**config.mk**
```make
export PLATFORM = sky130hd
export DESIGN_NAME = load_store_unit
export DESIGN_NICKNAME = d
export VERILOG_FILES = /design/src/rtl/load_store_unit.sv
export SDC_FILE = /design/constraint.sdc
export NUM_CORES = 1
export LEC_CHECK = 0
export BUFFER_PORTS_ARGS = -buffer_cell sky130_fd_sc_hd__buf_2
export CORE_ASPECT_RATIO = 0.75
export CORE_MARGIN = 5
export CORE_UTILIZATION = 25
export CTS_CLUSTER_DIAMETER = 60
export DETAILED_ROUTE_END_ITERATION = 8
export HOLD_SLACK_MARGIN = 0.05
export SETUP_SLACK_MARGIN = 0.2
export SYNTH_ARGS = -nofsm -noshare
export SYNTH_HDL_FRONTEND = slang
export SYNTH_SLANG_ARGS = --single-unit
```
**constraint.sdc**
```tcl
create_clock -name clk -period 2.2 [get_ports clk]
set_input_delay 0.33 -clock clk [delete_from_list [all_inputs] [get_ports clk]]
set_output_delay 0.33 -clock clk [all_outputs]
set_load 0.005 [all_outputs]
```
**src/rtl/load_store_unit.sv**
```systemverilog
// Memory stage of the RV32I pipeline: issues load/store accesses over a req/ack bus,
// aligns and extends load data, passes ALU results through and latches a sticky fault.
module load_store_unit #(
  parameter int unsigned MAX_WAIT = 15
) (
  input  logic        clk,
  input  logic        rst,
  input  logic        valid_in,
  output logic        ready_out,
  input  logic [4:0]  rd_addr_in,
  input  logic [31:0] alu_in,
  input  logic [31:0] store_data_in,
  input  logic        load_en,
  input  logic        store_en,
  input  logic [1:0]  size_in,
  input  logic        unsigned_in,
  output logic        mem_req,
  output logic        mem_we,
  output logic [31:0] mem_addr,
  output logic [31:0] mem_wdata,
  output logic [3:0]  mem_be,
  input  logic [31:0] mem_rdata,
  input  logic        mem_ack,
  output logic        valid_out,
  output logic [4:0]  rd_addr_out,
  output logic [31:0] rd_out,
  output logic        writeback_en_out,
  output logic        fault
);

  typedef enum logic [1:0] {StIdle, StBusy, StFault} state_e;

  state_e      state_q, state_d;
  logic [7:0]  wait_q, wait_d;
  logic [31:0] addr_q, addr_d, wdata_q, wdata_d;
  logic [3:0]  be_q, be_d;
  logic        we_q, we_d, uns_q, uns_d;
  logic [1:0]  size_q, size_d, off_q, off_d;
  logic [4:0]  pend_rd_q, pend_rd_d;
  logic        valid_out_q, valid_out_d, wb_q, wb_d;
  logic [4:0]  rd_addr_out_q, rd_addr_out_d;
  logic [31:0] rd_out_q, rd_out_d;

  logic        illegal;
  logic [3:0]  be_acc;
  logic [31:0] wdata_acc;
  logic [7:0]  lane_b;
  logic [15:0] lane_h;
  logic [31:0] load_val;

  always_comb begin
    illegal = (load_en && store_en) || (size_in == 2'b11) ||
              (size_in == 2'b01 && alu_in[0]) || (size_in == 2'b10 && alu_in[1:0] != 2'b00);
    be_acc    = 4'b0000;
    wdata_acc = store_data_in;
    unique case (size_in)
      2'b00: begin
        be_acc    = 4'b0001 << alu_in[1:0];
        wdata_acc = {4{store_data_in[7:0]}};
      end
      2'b01: begin
        be_acc    = alu_in[1] ? 4'b1100 : 4'b0011;
        wdata_acc = {2{store_data_in[15:0]}};
      end
      2'b10:   be_acc = 4'b1111;
      default: be_acc = 4'b0000;
    endcase
  end

  // Lane select and extension of the returned read data.
  always_comb begin
    unique case (off_q)
      2'b00:   lane_b = mem_rdata[7:0];
      2'b01:   lane_b = mem_rdata[15:8];
      2'b10:   lane_b = mem_rdata[23:16];
      default: lane_b = mem_rdata[31:24];
    endcase
    lane_h = off_q[1] ? mem_rdata[31:16] : mem_rdata[15:0];
    unique case (size_q)
      2'b00:   load_val = uns_q ? {24'b0, lane_b} : {{24{lane_b[7]}}, lane_b};
      2'b01:   load_val = uns_q ? {16'b0, lane_h} : {{16{lane_h[15]}}, lane_h};
      default: load_val = mem_rdata;
    endcase
  end

  always_comb begin
    state_d       = state_q;
    wait_d        = wait_q;
    addr_d        = addr_q;
    wdata_d       = wdata_q;
    be_d          = be_q;
    we_d          = we_q;
    uns_d         = uns_q;
    size_d        = size_q;
    off_d         = off_q;
    pend_rd_d     = pend_rd_q;
    valid_out_d   = 1'b0;
    rd_addr_out_d = rd_addr_out_q;
    rd_out_d      = rd_out_q;
    wb_d          = wb_q;
    unique case (state_q)
      StIdle: begin
        if (valid_in) begin
          if (!load_en && !store_en) begin
            valid_out_d   = 1'b1;
            rd_out_d      = alu_in;
            rd_addr_out_d = rd_addr_in;
            wb_d          = (rd_addr_in != 5'd0);
          end else if (illegal) begin
            state_d = StFault;
          end else begin
            state_d   = StBusy;
            wait_d    = 8'd0;
            addr_d    = {alu_in[31:2], 2'b00};
            we_d      = store_en;
            be_d      = be_acc;
            wdata_d   = store_en ? wdata_acc : 32'd0;
            size_d    = size_in;
            off_d     = alu_in[1:0];
            uns_d     = unsigned_in;
            pend_rd_d = rd_addr_in;
          end
        end
      end
      StBusy: begin
        if (mem_ack) begin
          state_d       = StIdle;
          valid_out_d   = 1'b1;
          rd_addr_out_d = pend_rd_q;
          rd_out_d      = we_q ? 32'd0 : load_val;
          wb_d          = !we_q && (pend_rd_q != 5'd0);
        end else if (wait_q == 8'(MAX_WAIT - 1)) begin
          state_d = StFault;
        end else begin
          wait_d = wait_q + 8'd1;
        end
      end
      StFault: state_d = StFault;
      default: state_d = StIdle;
    endcase
  end

  always_ff @(posedge clk or negedge rst) begin
    if (!rst) begin
      state_q       <= StIdle;
      wait_q        <= 8'd0;
      addr_q        <= 32'd0;
      wdata_q       <= 32'd0;
      be_q          <= 4'd0;
      we_q          <= 1'b0;
      uns_q         <= 1'b0;
      size_q        <= 2'd0;
      off_q         <= 2'd0;
      pend_rd_q     <= 5'd0;
      valid_out_q   <= 1'b0;
      rd_addr_out_q <= 5'd0;
      rd_out_q      <= 32'd0;
      wb_q          <= 1'b0;
    end else begin
      state_q       <= state_d;
      wait_q        <= wait_d;
      addr_q        <= addr_d;
      wdata_q       <= wdata_d;
      be_q          <= be_d;
      we_q          <= we_d;
      uns_q         <= uns_d;
      size_q        <= size_d;
      off_q         <= off_d;
      pend_rd_q     <= pend_rd_d;
      valid_out_q   <= valid_out_d;
      rd_addr_out_q <= rd_addr_out_d;
      rd_out_q      <= rd_out_d;
      wb_q          <= wb_d;
    end
  end

  // Bus request follows the state so an async reset drops it immediately.
  assign mem_req          = (state_q == StBusy);
  assign ready_out        = (state_q == StIdle);
  assign fault            = (state_q == StFault);
  assign mem_we           = we_q;
  assign mem_addr         = addr_q;
  assign mem_wdata        = wdata_q;
  assign mem_be           = be_q;
  assign valid_out        = valid_out_q;
  assign rd_addr_out      = rd_addr_out_q;
  assign rd_out           = rd_out_q;
  assign writeback_en_out = wb_q;

endmodule

```
======== Yosys cells after proc, flatten, opt, wreduce, memory -nomap -nowiden ========
Cells that the tools add are included.
word-level totals
  register bits after elaboration ......... 126
  output and inout bits ................... 111
  input bits .............................. 110
  logic and storage cells ................. 96
operators by class
  reductions and logical operators ........ 23
  $add $sub $neg .......................... 1
  shifts and indexed selects .............. 1
  bitwise operators ....................... 2
  mux-type cells .......................... 38
  equal/unequal tests ..................... 17
operators with widths
  operator                                               number
  2-to-1 mux 32 bit                                      7
  case mux 32 bit (2 select lines)                       3
  2-to-1 mux 8 bit                                       5
  case mux 8 bit (3 select lines)                        1
  2-to-1 mux 16 bit                                      1
  case mux 8 bit (2 select lines)                        1
  2-to-1 mux 5 bit                                       3
  case mux 4 bit (3 select lines)                        1
  2-to-1 mux 2 bit                                       5
  inequality test 2 bit, second input constant           5
  case mux 5 bit (2 select lines)                        1
  nonzero test 5 bit                                     2
  adder 8 x 1 -> 8 bit, second input constant            1
  equality test 2 x 1 -> 1 bit, second input constant    4
  equality test 2 bit, second input constant             4
  equality test 8 x 4 -> 1 bit, second input constant    1
  zero test 2 bit                                        4
  AND reduction 4 bit                                    2
  2-to-1 mux 1 bit                                       6
  case mux 2 bit (3 select lines)                        1
  AND reduction 6 bit                                    1
  logical AND 1 bit                                      5
  2-to-1 mux 4 bit                                       1
  inequality test 2 x 1 -> 1 bit, second input constant  2
  8 further kinds                                        15

======== Longest topological paths before layout ========
  depth after elaboration ................. 8
  gate-level depth with buffers ........... 8
  depth with buffers taken out ............ 6

======== Least setup slack after synthesis ========
OpenSTA, ideal clock, no wires.
  path kind ............................... register to register
  from .................................... register state_q[0]
  to ...................................... register addr_q[22], in the netlist mem_addr[22]
  period minus slack after synthesis ...... 1.929 ns
  stages on the path, launching flop included .. 8
  slack ................................... 0.271 ns
  buffers on the path ..................... 3
  arrival time ............................ 1.801 ns
  path through ............................ dfrtp_1 -> buf_6 -> nor2_1 -> o2111ai_1 -> nor3_2 -> buf_2 -> buf_6 -> mux2_1
between the ends
  word-level cells in the longest chain between the ends .. 2
RTL lines
  element                        RTL line  source
  from (decl)                    33        state_e state_q, state_d;
  from (signal assigned)         145       state_q <= StIdle;
  from (signal assigned)         160       state_q <= state_d;
  zero test 2 bit                -
  via ready_out                  9         output logic ready_out,
  AND reduction 4 bit (no line)  -
  to (signal assigned)           162       addr_q <= addr_d;
  to (decl)                      35        logic [31:0] addr_q, addr_d, wdata_q, wdata_d;
The timed path passes the listed nets, and every way through them passes these cells.
A chain may end at the register's enable or synchronous reset.

======== Final worst setup path ========
  from .................................... register state_q[0]
  to ...................................... register rd_out_q[15], in the netlist rd_out[15]
between the ends
  word-level cells in the longest chain between the ends .. 3
  elaborated cells on any way between the ends .. 8
  classes of those cells .................. eq/ne (4); mux (1); reduce/logical (3)
RTL lines
  element                                                           RTL line  source
  equality test 2 x 1 -> 1 bit or zero test 2 bit (tied branches)   101       unique case (state_q)
  inequality test 2 x 1 -> 1 bit (no line) (tied with other cells)  -
  AND reduction 4 bit (no line)                                     -
  to (signal assigned)                                              172       rd_out_q <= rd_out_d;
  to (decl)                                                         42        logic [31:0] rd_out_q, rd_out_d;
Several ways; a longest one is shown, not always the timed one.

==> results_dict.tcl <==
set metrics [dict create \
    highest_layer "met5" \
    post-route-period-util 0.886 \
    antenna_found_initial 4 \
    grt_pass1_wl_mm 33.5 \
    p_per_area_mw_per_mm2 1300 \
    worstReg2RegStart "state_q[0]" \
    met1_length_mm 9.99 \
    die-area_sq_mm 0.0294 \
    worstSetupEndpointType "register" \
    drtPass1Iterations 4 \
    cts_tree "done" \
    place_ws_ns -0.0352 \
    synthArstFlopShare 1.00 \
    place.gp.congestion 0.798 \
    finalMaxSlewViolations 0 \
    synthFlopType "dfrtp_1" \
    initial_core_util 0.253 \
    period_minus_slack_ns 1.95 \
    syn_inst 644 \
    rows 51 \
    tightestPinTransition_ns 0.694 \
    min_to "mem_addr[23]" \
    status "completed" \
    netlist_top_cells_area "dfrtp_1 48%, mux2_2 8.3%, mux2i_1 7.8%" \
    peakVddDrop_mv 0.589 \
    setup_viol_count_final 0 \
    ys_ff_latch 126 \
    seq_area_frac_synth 0.484 \
    p_leak_nw 4.35 \
    core_sq_mm 0.0258 \
    clk_latency_ns 0.43 \
    drtIter0Drc 267 \
    wl_per_cell_um 18.1 \
    r2r_slack_ns 0.25 \
    synth_area_leader_cell "dfrtp_1" \
    area_delta_synth_final_pct 37.4 \
    fin_skew_ns 0.0111 \
    cp.arrival_ns 2.32 \
    cts_max_level 4 \
    antenna_left 0 \
    post-route-drc-count 0 \
    r2r_end "rd_out[15]" \
    die_h_um 150 \
    grt.total_usage 0.148 \
    drive_gt1_frac 0.396 \
    synth-warning-count 0 \
    dr_wl_met2_mm 10.3 \
    max_freq_ghz 0.513 \
    avgSynthCellArea_sq_um 10.1 \
    cp_max_fo 14 \
    synth_top_area_frac 0.484 \
    worstSetupPathType "reg2reg" \
    hp-start "alu_in[23]" \
    drv_cap 0 \
    ys_types 52 \
    hold_class "in2reg" \
    cp-start-kind "register" \
    syn_area_sq_mm 0.00651 \
    grt_pass1_vias 5763 \
    dp_hpwl_mm 16.3 \
    place_area_sq_mm 0.00812 \
    nets 987 \
    path_clk_slew_ns 0.07 \
    ioPinCount 221 \
    synth_edf_count 0 \
    required_ns 2.57 \
    grt_max_degree 47 \
    whs_path_depth 2 \
    fp.dieW_um 196 \
    clk_path_buf_depth 2 \
    cts.sinks 126 \
    port-buffer-count 218 \
    wl_met3_mm 1.68 \
    stdcell_area_sq_mm 0.00895 \
    worst_slack_ns 0.250 \
    hold_viol 0 \
    gr-total-overflow 0 \
    routed_wl_mm 22.3 \
    rsz0062_at_grt "true" \
    root_buffer "clkbuf_16" \
    slew_headroom 0.535 \
    numCtsBuffers 17 \
    viasPerCell 4.64 \
    ff2ff_path_depth 6 \
    via_count 5728 \
]
[Yosys cell counts (2+ instances only)]
| library cell | instances |
|---|---|
| o221ai_1 | 2 |
| nand3b_1 | 6 |
| nor2_1 | 27 |
| buf_2 | 12 |
| a21boi_0 | 9 |
| nor2b_1 | 17 |
| o21a_1 | 2 |
| dfrtp_1 | 126 |
| nand3_1 | 18 |
| a22o_1 | 7 |
| nor3b_1 | 3 |
| nand2b_1 | 4 |
| mux2_2 | 48 |
| a31oi_1 | 12 |
| nand4_1 | 17 |
| nor3_1 | 4 |
| inv_1 | 34 |
| mux2i_1 | 51 |
| o21ai_0 | 29 |
| buf_4 | 5 |
| ha_1 | 2 |
| mux2_1 | 9 |
| o22ai_1 | 3 |
| a41oi_1 | 2 |
| and3_1 | 11 |
| a211o_1 | 7 |
| buf_1 | 2 |
| a221oi_1 | 6 |
| clkbuf_1 | 23 |
| buf_6 | 6 |
| a21oi_1 | 24 |
| nand2_1 | 95 |
| o2111ai_1 | 2 |
[power breakdown]
group	switching, mW	total, mW	internal [mW]	leakage, nW
registers	0.641	4.02	3.38	1.55
clock network	1.13	3.32	2.19	0.334
logic	2.13	4.33	2.20	2.47
[repair_timing]
action,in CTS,in global routing
pin swaps,1,3
hold endpoints to repair,37,0
buffers inserted,1,5
hold buffers,1,0
cloned,0,2
setup endpoints to repair,17,96
resized for setup,4,5
[layer usage]
| layer | vias up | GRT usage |
|---|---|---|
| met5 | - | 0 |
| met4 | 6 | 0.0398 |
| met3 | 22 | 0.0536 |
| met2 | 165 | 0.226 |
| met1 | 2807 | 0.199 |
| li1 | 2728 | - |
[worst max-delay path, stage by stage (launching register included)]
cell     delay, ns
dfrtp_1       0.40
or4b_4        0.59
a21o_4        0.31
inv_4         0.14
buf_12        0.15
and3_1        0.19
a211o_1       0.11
[worst max path at each step]
stage	cells past startpoint	from	endpoint
detailed placement	6	alu_in[1]	mem_addr[8]
global route	6	state_q[0]	rd_out[31]
global placement	6	alu_in[1]	mem_addr[13]
CTS	5	state_q[1]	mem_req
floorplan	7	state_q[0]	mem_addr[22]
finish	6	state_q[0]	rd_out[15]
[sequential cells by signal (all words and copies together), names as in the netlist, 2 cells and up]
signal and count:
rd_out 32, mem_wdata 32, state_q 2, mem_be 4, off_q 2, rd_addr_out 5, mem_addr 30, wait_q 8
pend_rd_q 5, size_q 2
[logic make-up (layout without fill, tap and decap cells)]
family	after synthesis	count (layout)	synth area share
AOI/OAI and AO/OA	113	114	0.115
adders and majority gates	2	2	0.00384
muxes	109	109	0.180
DFF	126	126	0.484
other	1	4	0.000576
and+or+nand+nor	210	210	0.156
buffers and inverters	83	325	0.0600
[through the flow]
stage / setup TNS, ns / power [mW] / hold slack [ns] / instances / util
floorplan: 0 / 6.33 / 0.0344 / 645 / -
global placement: -1.27 / 8.23 / 0.276 / 1191 / 0.315
detailed placement: -0.758 / 8.32 / 0.272 / 1191 / 0.315
CTS: 0 / 11.7 / 0.113 / 1225 / 0.343
global route: 0 / 12.5 / 0.120 / 1233 / 0.347
finish: 0 / 11.7 / 0.134 / 1234 / 0.347
[placed cells by master (no fill, tap or decap), drive strengths merged, types with 3 or more instances in the layout]
cell    instances
clkinv          3
o21ai          29
clkbuf         20
nand3b          6
a22o            7
nand4          17
and3           11
a211o           7
a221oi          6
a21boi          9
mux2i          51
nand3          18
buf           256
mux2           57
nor3b           3
nand2b          4
dfrtp         126
nor2           27
nor2b          17
a21oi          25
nand2          95
nor3            5
inv            38
o22ai           3
bufinv          6
a31oi          12
[cell type report]
type | count | area [sq um]
repair buffers | 258 | 1510
clock inverters | 13 | 233
multi-input cells | 437 | 3030
inverters | 35 | 134
well taps | 344 | 430
flip-flops and latches | 126 | 3150
fillers | 2703 | 16800
diodes | 2 | 5.00
clock buffers | 19 | 453
Power figures use the tool's default switching activity.
